`src/rtl/reg_dump_scanner.sv`:
```
// reg_dump_scanner: sweeps reg_addr across the processor register readout port.
// For each register it waits SETTLE_CYC cycles and then samples the value.
// Each sample is emitted as an {addr,data} record on a valid/ready stream.
// Optional build macro CHANGE_ONLY_EN: keeps a shadow copy of every register and
// suppresses records whose value has not changed since the previous scan.
module reg_dump_scanner #(
  parameter int NUM_REGS   = 16,
  parameter int ADDR_W     = 4,
  parameter int DATA_W     = 16,
  parameter int SETTLE_CYC = 2
) (
  input  logic              clk,
  input  logic              rst,
  input  logic              start,
  input  logic              continuous,
  output logic [ADDR_W-1:0] reg_addr,
  input  logic [DATA_W-1:0] reg_data_in,
  output logic              out_valid,
  input  logic              out_ready,
  output logic [ADDR_W-1:0] out_addr,
  output logic [DATA_W-1:0] out_data,
  output logic              busy,
  output logic              done
);

  typedef enum logic [1:0] {IDLE, SETTLE, PRESENT, FINISH} state_t;

  localparam logic [ADDR_W-1:0] LAST_ADDR = ADDR_W'(NUM_REGS - 1);
  localparam logic [3:0]        CNT_INIT  = 4'(SETTLE_CYC - 1);

  state_t     state;
  logic [3:0] cnt;
  logic       sample;
  logic       suppress;

  // Sample strobe: last settle cycle for the current address
  always_comb sample = (state == SETTLE) && (cnt == 4'd0);

`ifdef CHANGE_ONLY_EN
  logic [DATA_W-1:0]   shadow [NUM_REGS];
  logic [NUM_REGS-1:0] shadow_vld;

  // Unchanged value since last scan -> drop the record
  always_comb suppress = shadow_vld[reg_addr] && (shadow[reg_addr] == reg_data_in);

  // Shadow valid bits: cleared by reset so the first scan reports everything
  always_ff @(posedge clk or posedge rst) begin
    if (rst) begin
      shadow_vld <= '0;
    end else if (sample) begin
      shadow_vld[reg_addr] <= 1'b1;
    end
  end

  // Shadow values: refreshed on every sample, suppressed or not
  always_ff @(posedge clk) begin
    if (sample) begin
      shadow[reg_addr] <= reg_data_in;
    end
  end
`else
  // Without change tracking every sample becomes a record
  always_comb suppress = 1'b0;
`endif

  // Scan FSM with registered outputs
  always_ff @(posedge clk or posedge rst) begin
    if (rst) begin
      state     <= IDLE;
      reg_addr  <= '0;
      cnt       <= '0;
      out_valid <= 1'b0;
      out_addr  <= '0;
      out_data  <= '0;
      busy      <= 1'b0;
      done      <= 1'b0;
    end else begin
      done <= 1'b0;
      case (state)
        IDLE: begin
          if (start) begin
            reg_addr <= '0;
            cnt      <= CNT_INIT;
            busy     <= 1'b1;
            state    <= SETTLE;
          end
        end
        SETTLE: begin
          if (cnt != 4'd0) begin
            cnt <= cnt - 4'd1;
          end else if (suppress) begin
            // Skip straight to the next address without presenting
            if (reg_addr == LAST_ADDR) begin
              done  <= 1'b1;
              state <= FINISH;
            end else begin
              reg_addr <= reg_addr + ADDR_W'(1);
              cnt      <= CNT_INIT;
            end
          end else begin
            out_data  <= reg_data_in;
            out_addr  <= reg_addr;
            out_valid <= 1'b1;
            state     <= PRESENT;
          end
        end
        PRESENT: begin
          // Record is held until the sink takes it
          if (out_ready) begin
            out_valid <= 1'b0;
            if (reg_addr == LAST_ADDR) begin
              done  <= 1'b1;
              state <= FINISH;
            end else begin
              reg_addr <= reg_addr + ADDR_W'(1);
              cnt      <= CNT_INIT;
              state    <= SETTLE;
            end
          end
        end
        FINISH: begin
          reg_addr <= '0;
          if (continuous) begin
            cnt   <= CNT_INIT;
            state <= SETTLE;
          end else begin
            busy  <= 1'b0;
            state <= IDLE;
          end
        end
        default: begin
          busy  <= 1'b0;
          state <= IDLE;
        end
      endcase
    end
  end

endmodule

```
`config.mk`:
```
export PLATFORM = sky130hd
export DESIGN_NAME = reg_dump_scanner
export DESIGN_NICKNAME = d
export VERILOG_FILES = /design/src/rtl/reg_dump_scanner.sv
export SDC_FILE = /design/constraint.sdc
export NUM_CORES = 1
export LEC_CHECK = 0
export BUFFER_PORTS_ARGS = -buffer_cell sky130_fd_sc_hd__buf_2
export CAP_MARGIN = 20
export CELL_PAD_IN_SITES_DETAIL_PLACEMENT = 1
export CELL_PAD_IN_SITES_GLOBAL_PLACEMENT = 2
export CORE_UTILIZATION = 31
export CTS_CLUSTER_SIZE = 20
export DETAILED_ROUTE_END_ITERATION = 10
export GPL_ROUTABILITY_DRIVEN = 1
export PLACE_DENSITY_LB_ADDON = 0.1
export SYNTH_ARGS = -nofsm -noshare
export SYNTH_HDL_FRONTEND = slang
export SYNTH_SLANG_ARGS = --single-unit
```
`constraint.sdc`:
```
create_clock -name clk -period 2.9 [get_ports clk]
set_input_delay 0.29 -clock clk [delete_from_list [all_inputs] [get_ports clk]]
set_output_delay 0.29 -clock clk [all_outputs]
set_load 0.01 [all_outputs]
```
* Yosys cells after proc, flatten, opt, wreduce, memory -nomap -nowiden *
Cells that the tools add are included.

storage, ports and cells
  flip-flop bits (word level) = 33
  latch bits = 0
  bits in writable memories = 0
  bits in read-only memories = 0
  output and inout port bits = 27
  memories kept = 0

cells by class
  add/sub/neg operators = 2
  $mul = 0
  divide/modulo/power cells = 0
  $lt $le $gt $ge = 0
  eq/ne operators = 11
  shifts and indexed selects = 0
  multiplexer cells = 25
  bitwise gates (word level) = 2
  reductions and logical operators = 10

operator list
  kind                                                                number
  4-bit 2-to-1 mux                                                    8
  4-bit one-hot mux with 4 select lines                               1
  2-bit != test, second input constant                                6
  4-bit one-hot mux with 3 select lines                               1
  3-bit AND reduction                                                 3
  1-bit 2-to-1 mux                                                    8
  2-bit 2-to-1 mux                                                    4
  2-bit one-hot mux with 4 select lines                               1
  5-bit AND reduction                                                 1
  4-bit by 1-bit adder with 4-bit output, second input constant       1
  2-bit == test, second input constant                                2
  4-bit == test, second input constant                                1
  1-bit one-hot mux with 2 select lines                               2
  4-bit AND reduction                                                 1
  2-bit nonzero test                                                  2
  4-bit nonzero test                                                  1
  4-bit by 1-bit subtractor with 4-bit output, second input constant  1
  2-bit by 1-bit == test with 1-bit output, second input constant     1
  2-bit zero test                                                     1
  2-bit by 1-bit != test with 1-bit output, second input constant     1
  1-bit inverter                                                      2
  2-bit AND reduction                                                 1

* Longest topological paths before layout *
  depth in word-level cells = 4
  depth in mapped cells = 8
  mapped depth without buffers = 6

* Least setup slack after synthesis *
No wires, ideal clock.

  path kind = register to register
  start = register cnt[0]
  end = register cnt[0]
  arrival = 1.727 ns
  data required time = 2.772 ns
  setup slack = 1.046 ns
  stages on the path, launching flop included = 8
  clock period less this slack = 1.854 ns
  cell sequence = dfrtp_1 inv_1 ha_1 nor3b_1 and2_1 buf_2 nor4_4 mux2_1

between the ends
  longest elaborated chain between the ends = 3
  elaborated cells on any way between the ends = 6
  classes of those cells = 1 x add/sub; 1 x eq/ne; 2 x mux; 2 x reduce/logical

ends and longest elaborated chain
  item                                                                               line    RTL
  start: declaration                                                                 32      logic [3:0] cnt;
  start signal: assignment                                                           90      cnt <= cnt - 4'd1;
  4-bit by 1-bit subtractor with 4-bit output or 4-bit nonzero test (tied branches)  90, 89
  4-bit 2-to-1 mux or 2-bit by 1-bit != test with 1-bit output (tied branches)       n/a
  4-bit one-hot mux with 4 select lines or 5-bit AND reduction (tied branches)       n/a

Parallel ways exist; a longest one is shown, timed or not. The select of a mux whose other input is x is not followed.
A chain may end at the register's enable or synchronous reset.

* Worst setup path after layout *
  start = register cnt[0]
  end = register out_addr[0]

between the ends
  longest elaborated chain between the ends = 3

ends and longest elaborated chain
  item                           line  RTL
  4-bit nonzero test             89    if (cnt != 4'd0) begin
  1-bit inverter (no line)       n/a
  2-bit AND reduction (no line)  n/a
  end signal: assignment         102   out_addr <= reg_addr;
  end: declaration               20    output logic [ADDR_W-1:0] out_addr,

No other way between the ends.

==> qor.yml <==
drc: 0
max_freq_mhz: 456
rows: 24
clk_latency_ns: 0.28
cp.arrival_ns: 2.37
final.period_utilization_pct: 75.6
synthArstFlopShare_pct: 100
seq_area_frac_synth_pct: 56.9
dieArea_mm2: 0.00496
synth_ff_type: "dfrtp_1"
drive_gt1_share_pct: 31.7
dp_cells: 246
cts_hold_buf: 0
p_int_mw: 1.21
dpl_cell_area_mm2: 0.00175
cap_violations: 0
grt_pass1_wl_um: 6040
track_usage_pct: 15.7
ys_ff_latch: 33
synthMostInstantiatedCell: "nand2_1"
start_util_pct: 32.9
antenna_cells: 0
final_cell_count_no_fill: 254
period_minus_slack_ns: 2.19
synth_edf_count: 0
cts_root_buf: "clkbuf_8"
postCtsSetupBuffers: 0
hold_viol: 0
wl_um: 3450
grt_max_degree: 34
ant_nets: 0
slew_headroom_pct: 53.2
clock_skew_ns: 0.00945
yosys_warnings: 0
cts_buffers: 5
final_nets: 225
h-tree-depth: 2
status: "completed"
synthCells: 149
cp-start-kind: "register"
cts_resized: 0
tightest_slew_ns: 0.700
setup_tns_ns: 0
vias: 1213
synth_top_area_share_pct: 56.9
core_mm2: 0.00441
hold_path_class: "in -> async"
synthTopCellsByCount: "54 x nand2_1, 33 x dfrtp_1, 9 x inv_1"
syn_area_per_cell_um2: 9.73
path_class: "reg -> reg"
ios: 48
synth_fp_nets: 173
setup_viol: 0
clockBufferDepth: 2
dp_hpwl_um: 2470
io_buffers: 47
cts.sinks: 33
gp_congestion: 0.735
slew_viol_final: 0
rsz0062_at_grt: "no"
final_area_mm2: 0.00186
p_leak_nw: 1.01
pwr-share-seq_pct: 39.1
synth.cell_area_mm2: 0.00145
peakVddDrop_uv: 459
grt_pass1_vias: 1323
grt_overflow_total: 0
pwr-share-comb_pct: 37.5
clkPwrFrac_pct: 23.3
dr.pass1.iters: 5
synth.area.top_cells: "dfrtp_1 57%, nand2_1 14%, mux2_2 3.1%, ha_1 2.6%, o21ai_0 2.4%"
wl_per_cell_um: 13.6
p_per_area_mw_per_mm2: 1030
netSwitchingFraction_pct: 36.8
areaGrowthSynthToFinish_pct: 28.6
critPathMaxFanout: 20
worstPathRequired_ns: 3.07
antenna_found_initial: 0
die_height_um: 70.4
synth.distinct_cells: 29
drtIter0Drc: 38
viasPerCell: 4.78
die_x_um: 70.4
cts_tree: "built"
yosys.area.top_type: "dfrtp_1"
end_kind: "register"
switchingPower_uw: 704
path_clk_slew_ns: 0.07
-- layout by cell type, fill, tap and decap left out, types with 3 or more instances in the layout --
cell type  synthesis  routed
clkbuf_8           0       6
ha_1               3       3
nor4_1             3       3
nand2_1           54      54
dfrtp_1           33      33
mux2_2             4       4
nor3_1             3       3
o21ai_0            7       7
inv_1              9       9
buf_2              2      47
-- metal layers --
layer  vias up  share of wire, %  wire (µm)  global-route usage [%]
met5         -                 0          0                       0
li1        595                 -          -                       -
met2        28                51       1770                    25.9
met4         0              0.87         30                    5.78
met3         5               5.0        171                    5.05
met1       585                43       1480                    19.0
-- critical path: stages, from the launching register on --
cell	delay (ns)
dfrtp_1	0.40
inv_1	0.09
ha_1	0.16
nor3b_1	0.43
nand2_1	0.55
mux2_2	0.45
-- sequential cells by signal, indices dropped and copies added (netlist names) --
register and cells:
reg_addr 4, done 1, busy 1, cnt 4, out_data 16, out_valid 1
out_addr 4, state 2
-- power by group through the flow --
stage | registers, mW | logic [mW] | clock network, mW
floorplan | 0.803 | 0.421 | 0
global placement | 0.753 | 0.704 | 0
detailed placement | 0.761 | 0.733 | 0
finish | 0.749 | 0.718 | 0.447
CTS | 0.754 | 0.736 | 0.464
global route | 0.778 | 0.827 | 0.482
-- metrics by stage --
step / power, mW / utilization (%) / setup WS [ns] / hold WS (ns)
2_1_floorplan: 1.22 / - / 1.05 / 0.395
3_3_place_gp: 1.46 / 39.6 / 0.818 / 0.401
3_5_place_dp: 1.49 / 39.6 / 0.725 / 0.420
4_1_cts: 1.95 / 42.2 / 0.689 / 0.110
5_1_grt: 2.09 / 42.2 / 0.460 / 0.131
6_report: 1.91 / 42.2 / 0.707 / 0.0948
-- final timing paths --
path                                 from           to  slack [ns]  cells past startpoint
max                                cnt[0]  out_addr[0]        0.71                      5
min                                   rst  out_addr[0]        0.09                      3
max reg2reg                        cnt[0]  out_addr[0]        0.71                      5
min reg2reg                   out_data[1]  out_data[1]        0.47                      2
max in group asynchronous             rst  out_data[8]        2.50                      3
min in group clk           reg_data_in[9]  out_data[9]        0.20                      3
-- final cells by class --
class                   count  area [µm²]
multi-input cells         103         573
inverters                   9        33.8
fillers                   528        2550
clock buffers               7        86.3
well taps                  52        65.1
flip-flops and latches     33         826
clock inverters             1        30.0
repair buffers             49         250
-- kinds of logic after synthesis --
kind of cell / after synthesis / synth area share (%)
AND/OR/NAND/NOR: 76 / 24.1
flip-flops: 33 / 56.9
AO/OA/AOI/OAI: 18 / 8.20
buffers and inverters: 13 / 3.54
multiplexers: 6 / 4.66
adder cells (fa/ha/maj): 3 / 2.59
Power figures use the tool's default switching activity.
